### src/rtl/lu_pipe.sv
// Two-stage bitwise logic unit with valid/ready handshakes, a result
// accumulator that can stand in for operand A, and a delivered-result counter.
module lu_pipe #(
  parameter int WIDTH = 8,
  parameter int CNT_W = 16
) (
  input  logic             clk,
  input  logic             rst,
  input  logic             in_valid,
  output logic             in_ready,
  input  logic [WIDTH-1:0] a,
  input  logic [WIDTH-1:0] b,
  input  logic [2:0]       sel,
  input  logic             acc_en,
  output logic             out_valid,
  input  logic             out_ready,
  output logic [WIDTH-1:0] s,
  output logic             zero,
  output logic             par,
  output logic [CNT_W-1:0] op_count
);

  logic             s1_valid;
  logic             s1_acc_en;
  logic [WIDTH-1:0] s1_a;
  logic [WIDTH-1:0] s1_b;
  logic [2:0]       s1_sel;
  logic [WIDTH-1:0] acc;
  logic [WIDTH-1:0] op_a;
  logic [WIDTH-1:0] result;
  logic             s2_load;
  logic             in_xfer;
  logic             out_xfer;

  assign s2_load  = s1_valid && (!out_valid || out_ready);
  assign in_ready = !rst && (!s1_valid || s2_load);
  assign in_xfer  = in_valid && in_ready;
  assign out_xfer = out_valid && out_ready;

  // acc is read at S2-load time, so a chained acc op sees the result
  // that is being written into S2 on the same edge its predecessor leaves S1.
  always_comb begin
    op_a   = s1_acc_en ? acc : s1_a;
    result = '0;
    case (s1_sel)
      3'b000:  result = op_a ^ s1_b;
      3'b001:  result = ~(op_a ^ s1_b);
      3'b010:  result = op_a | s1_b;
      3'b011:  result = ~(op_a | s1_b);
      3'b100:  result = op_a & s1_b;
      3'b101:  result = ~(op_a & s1_b);
      3'b110:  result = ~op_a;
      default: result = s1_b;
    endcase
  end

  always_ff @(posedge clk or posedge rst) begin
    if (rst) begin
      s1_valid  <= 1'b0;
      s1_acc_en <= 1'b0;
      s1_a      <= '0;
      s1_b      <= '0;
      s1_sel    <= '0;
    end else begin
      if (in_xfer) begin
        s1_a      <= a;
        s1_b      <= b;
        s1_sel    <= sel;
        s1_acc_en <= acc_en;
      end
      if (in_xfer)      s1_valid <= 1'b1;
      else if (s2_load) s1_valid <= 1'b0;
    end
  end

  always_ff @(posedge clk or posedge rst) begin
    if (rst) begin
      out_valid <= 1'b0;
      s         <= '0;
      zero      <= 1'b1;
      par       <= 1'b0;
      acc       <= '0;
    end else begin
      if (s2_load) begin
        s    <= result;
        zero <= (result == '0);
        par  <= ^result;
        acc  <= result;
      end
      if (s2_load)       out_valid <= 1'b1;
      else if (out_xfer) out_valid <= 1'b0;
    end
  end

  always_ff @(posedge clk or posedge rst) begin
    if (rst)           op_count <= '0;
    else if (out_xfer) op_count <= op_count + 1'b1;
  end

endmodule

### config.mk
export PLATFORM = sky130hd
export DESIGN_NAME = lu_pipe
export DESIGN_NICKNAME = d
export VERILOG_FILES = /design/src/rtl/lu_pipe.sv
export SDC_FILE = /design/constraint.sdc
export NUM_CORES = 1
export LEC_CHECK = 0
export CORE_ASPECT_RATIO = 0.7
export CORE_MARGIN = 2
export CORE_UTILIZATION = 57
export DETAILED_ROUTE_END_ITERATION = 7
export DONT_BUFFER_PORTS = 1
export PLACE_DENSITY = 0.76
export SLEW_MARGIN = 40
export SYNTH_ARGS = -nofsm -noshare
export SYNTH_HDL_FRONTEND = slang
export SYNTH_SLANG_ARGS = --single-unit
### constraint.sdc
create_clock -name clk -period 2.7 [get_ports clk]
set_clock_uncertainty 0.2 [all_clocks]
set_input_delay 0.54 -clock clk [delete_from_list [all_inputs] [get_ports clk]]
set_output_delay 0.54 -clock clk [all_outputs]
set_load 0.02 [all_outputs]
==> run_results.csv <==
group,metric,value,unit
status,status,"complete, but fails checks",
status,failed_checks,"setup timing",
setup_path,rr_worst_depth,11,
logic_synthesis,synth-edff-count,0,
grt,antenna_found_initial,1,
drt,ant_nets,0,
final_layout,syn_to_final_growth,19.64,%
drt,drc,0,
timing,setup_ws,-0.1692,ns
cts,cts_made_buffers,5,
floorplan,die_h,64.12,µm
floorplan,die_x,89.88,µm
cts,cts_htree_levels,2,
drt,drtIter0Drc,118,
logic_synthesis,ys_async_sr_fraction,100.0,%
pwr,pwr-share-comb,51.2,%
floorplan,io_pins,52,
grt,grt_pass1_vias,2223,
timing,max_freq,348.5,MHz
pwr,totalPowerFinal,3.223,mW
grt,gr-usage-all-layers,24.31,%
pwr,p_switching,1.257,mW
pwr,power.share.sequential,34.3,%
logic_synthesis,synthFlopType,"dfrtp_1",
drt,wl,6681,µm
setup_path,cp_max_fo,5,
job,drv_cap,0,
setup_path,arrival,2.84,ns
pwr,leakagePower,1.621,nW
timing,fin_crit_sh,106.3,%
cts,clock_latency,0.31,ns
final_layout,regArea,1204,µm²
min_path,hp-class,"primary input to flip-flop",
grt,grt_max_degree,21,
cts,cts_tree,"done",
final_layout,fillCellCount,380,
final_layout,num-nets-final,351,
pwr,pwr-share-clk,14.5,%
pwr,vdd.ir_drop.worst,0.5492,mV
logic_synthesis,ys_ff_latch,48,
logic_synthesis,synth_fp_nets,319,
setup_path,endpoint_kind,"flip-flop",
timing,hold_viol,0,
floorplan,start_util,60.22,%
timing,slew_headroom,50.63,%
grt,grt.overflow.total,0,
pwr,p_int,1.966,mW
cts,clk_path_buf_depth,2,
floorplan,dieArea,5763,µm²
final_layout,multi_input_area,1734,µm²
setup_path,required,2.67,ns
placed_design,hpwl,4803,µm
drt,vias_per_cell,5.670,
placed_design,gp_congestion,0.8228,
pwr,power.density,915.5,nW/µm²
floorplan,row_count,21,
final_layout,diodes,0,
cts,root_buffer,"clkbuf_8",
logic_synthesis,synth.avg_cell_area,10.74,µm²
cts,cts.sinks,48,
logic_synthesis,syn_area,2943,µm²
drt,dr.pass1.iters,4,
final_layout,drive_gt1_share,28.01,%
setup_path,worstSetupPathType,"flip-flop to flip-flop",
timing,finalMaxSlewViolations,0,
timing,period_needed,2.869,ns
drt,num_vias,2132,
cts,clk_pin_slew,0.10,ns
drt,wl_per_cell,17.77,µm
timing,report.final.setup_viol,1,
placed_design,io_buffers,0,
timing,tightestPinTransition,0.7387,ns
min_path,worstHoldPathCells,1,
logic_synthesis,seq_area_frac_synth,40.86,%
grt,grt_pass1_wl,10930,µm
setup_path,start_kind,"flip-flop",
logic_synthesis,syn_inst,274,
logic_synthesis,synth_cell_types,50,
timing,finalSetupTns,-0.1692,ns
timing,rsz0062_at_grt,"true",
logic_synthesis,yosys_warnings,0,
floorplan,core_area,4887,µm²
pwr,sw_frac_of_total,39.00,%
[critical path, stage by stage (launching register included)]
cell and delay (ns):
dfrtp_2 0.40, buf_12 0.14, mux2i_4 0.30, inv_1 0.10
ha_2 0.18, mux2_4 0.25, o211a_1 0.26, o32ai_4 0.27
ha_4 0.26, xnor2_2 0.13, xnor2_1 0.16, o21ai_1 0.08
[layout by cell type, fill, tap and decap left out, types with 5 or more instances in the layout]
cell,n
nor2b_1,5
nor2_1,7
nand2_1,21
nand2b_1,8
xnor2_1,12
clkbuf_8,6
mux2i_1,5
mux2_1,20
dfrtp_1,46
o21ai_0,5
ha_1,15
nand3_1,6
xor2_1,5
o21ai_1,9
inv_1,18
buf_4,36
[logic make-up after synthesis]
family | synth area share (%)
and+or+nand+nor | 12.59
AOI/OAI and AO/OA | 13.35
DFF | 40.86
buffers and inverters | 5.272
muxes | 13.35
adders and majority gates | 8.929
xor gates and xnor gates | 5.655
[power groups by stage]
stage	Combinational, mW	Clock (mW)	Sequential, mW
2_1_floorplan	0.878	0	1.13
6_report	1.65	0.468	1.10
3_3_place_gp	1.33	0	1.10
3_5_place_dp	1.37	0	1.10
5_1_grt	1.79	0.508	1.13
4_1_cts	1.45	0.475	1.10
[what timing repair did]
action,CTS,global route
endpoints found under the setup margin,2,2
pin swaps,6,9
gates resized for setup,12,12
hold buffers,1,0
gates cloned,0,0
buffers inserted,3,2
endpoints found under the hold margin,15,0
[through the flow]
stage / instances / setup slack, ns / utilization [%] / cell area [µm²] / hold WS (ns)
floorplan: 274 / 0.003669 / - / 2943 / 0.2569
global placement: 362 / -0.2261 / 65.75 / 3213 / 0.2069
detailed placement: 362 / -0.3235 / 65.75 / 3213 / 0.2269
CTS: 374 / -0.2000 / 69.53 / 3398 / 0.1535
global route: 376 / -0.2392 / 72.04 / 3521 / 0.1449
finish: 376 / -0.1692 / 72.04 / 3521 / 0.1542
[worst paths after layout]
kind                       slack [ns]  startpoint  endpoint
min                              0.15        b[0]   s1_b[0]
min in group asynchronous        0.46         rst  s1_valid
max reg2reg                     -0.17   s1_acc_en       par
max                             -0.17   s1_acc_en       par
min reg2reg                      0.30     s1_a[3]   s1_a[3]
max in group asynchronous        1.19         rst      zero
[cells in the mapped netlist, types with 2 or more instances]
cell type	n	area, µm²
o2bb2ai_1	3	26.28
nand2_1	21	78.83
xor2_1	5	43.79
nand2b_1	8	50.05
clkbuf_1	2	7.510
nor3_2	2	20.02
a31o_2	3	26.28
dfrtp_1	47	1176
xnor2_1	14	122.6
inv_1	20	75.07
o21ai_1	8	40.04
and4_1	3	26.28
ha_1	21	262.8
mux2i_1	10	100.1
mux2_4	3	45.04
nor3_1	2	10.01
o32a_1	3	30.03
a2bb2oi_1	3	26.28
o211a_1	3	30.03
o21a_1	3	22.52
nor2_1	7	26.28
nand3_1	6	30.03
or2_1	2	12.51
o32ai_2	4	65.06
mux2_1	21	236.5
a21oi_1	4	20.02
nand4_1	3	18.77
o21ai_0	6	30.03
buf_2	10	50.05
o21ai_2	3	26.28
nor2b_1	5	31.28
[metal layers]
metal  up-vias  share of wire, %  global-route usage (%)
li1       1024                 -                       -
met4         2              0.82                   6.923
met5         -              0.19                       0
met2        58                49                   41.10
met3         6               6.7                   6.250
met1      1042                44                   31.41
[sequential cells by signal (all words and copies together) (netlist names)]
register / count
out_valid: 1
s1_sel: 3
par: 1
s1_a: 8
zero: 1
op_count: 16
acc: 8
s1_valid: 1
s1_acc_en: 1
s1_b: 8
[final cells by class]
class	instances	share of cell area, %
Multi-Input combinational cell	191	49.25
Clock buffer	6	2.345
Clock inverter	2	0.4264
Timing Repair Buffer	39	9.097
Sequential cell	48	34.19
Tap cell	69	2.452
Inverter	21	2.239
Note: power is estimated with default switching activity, not from simulation.
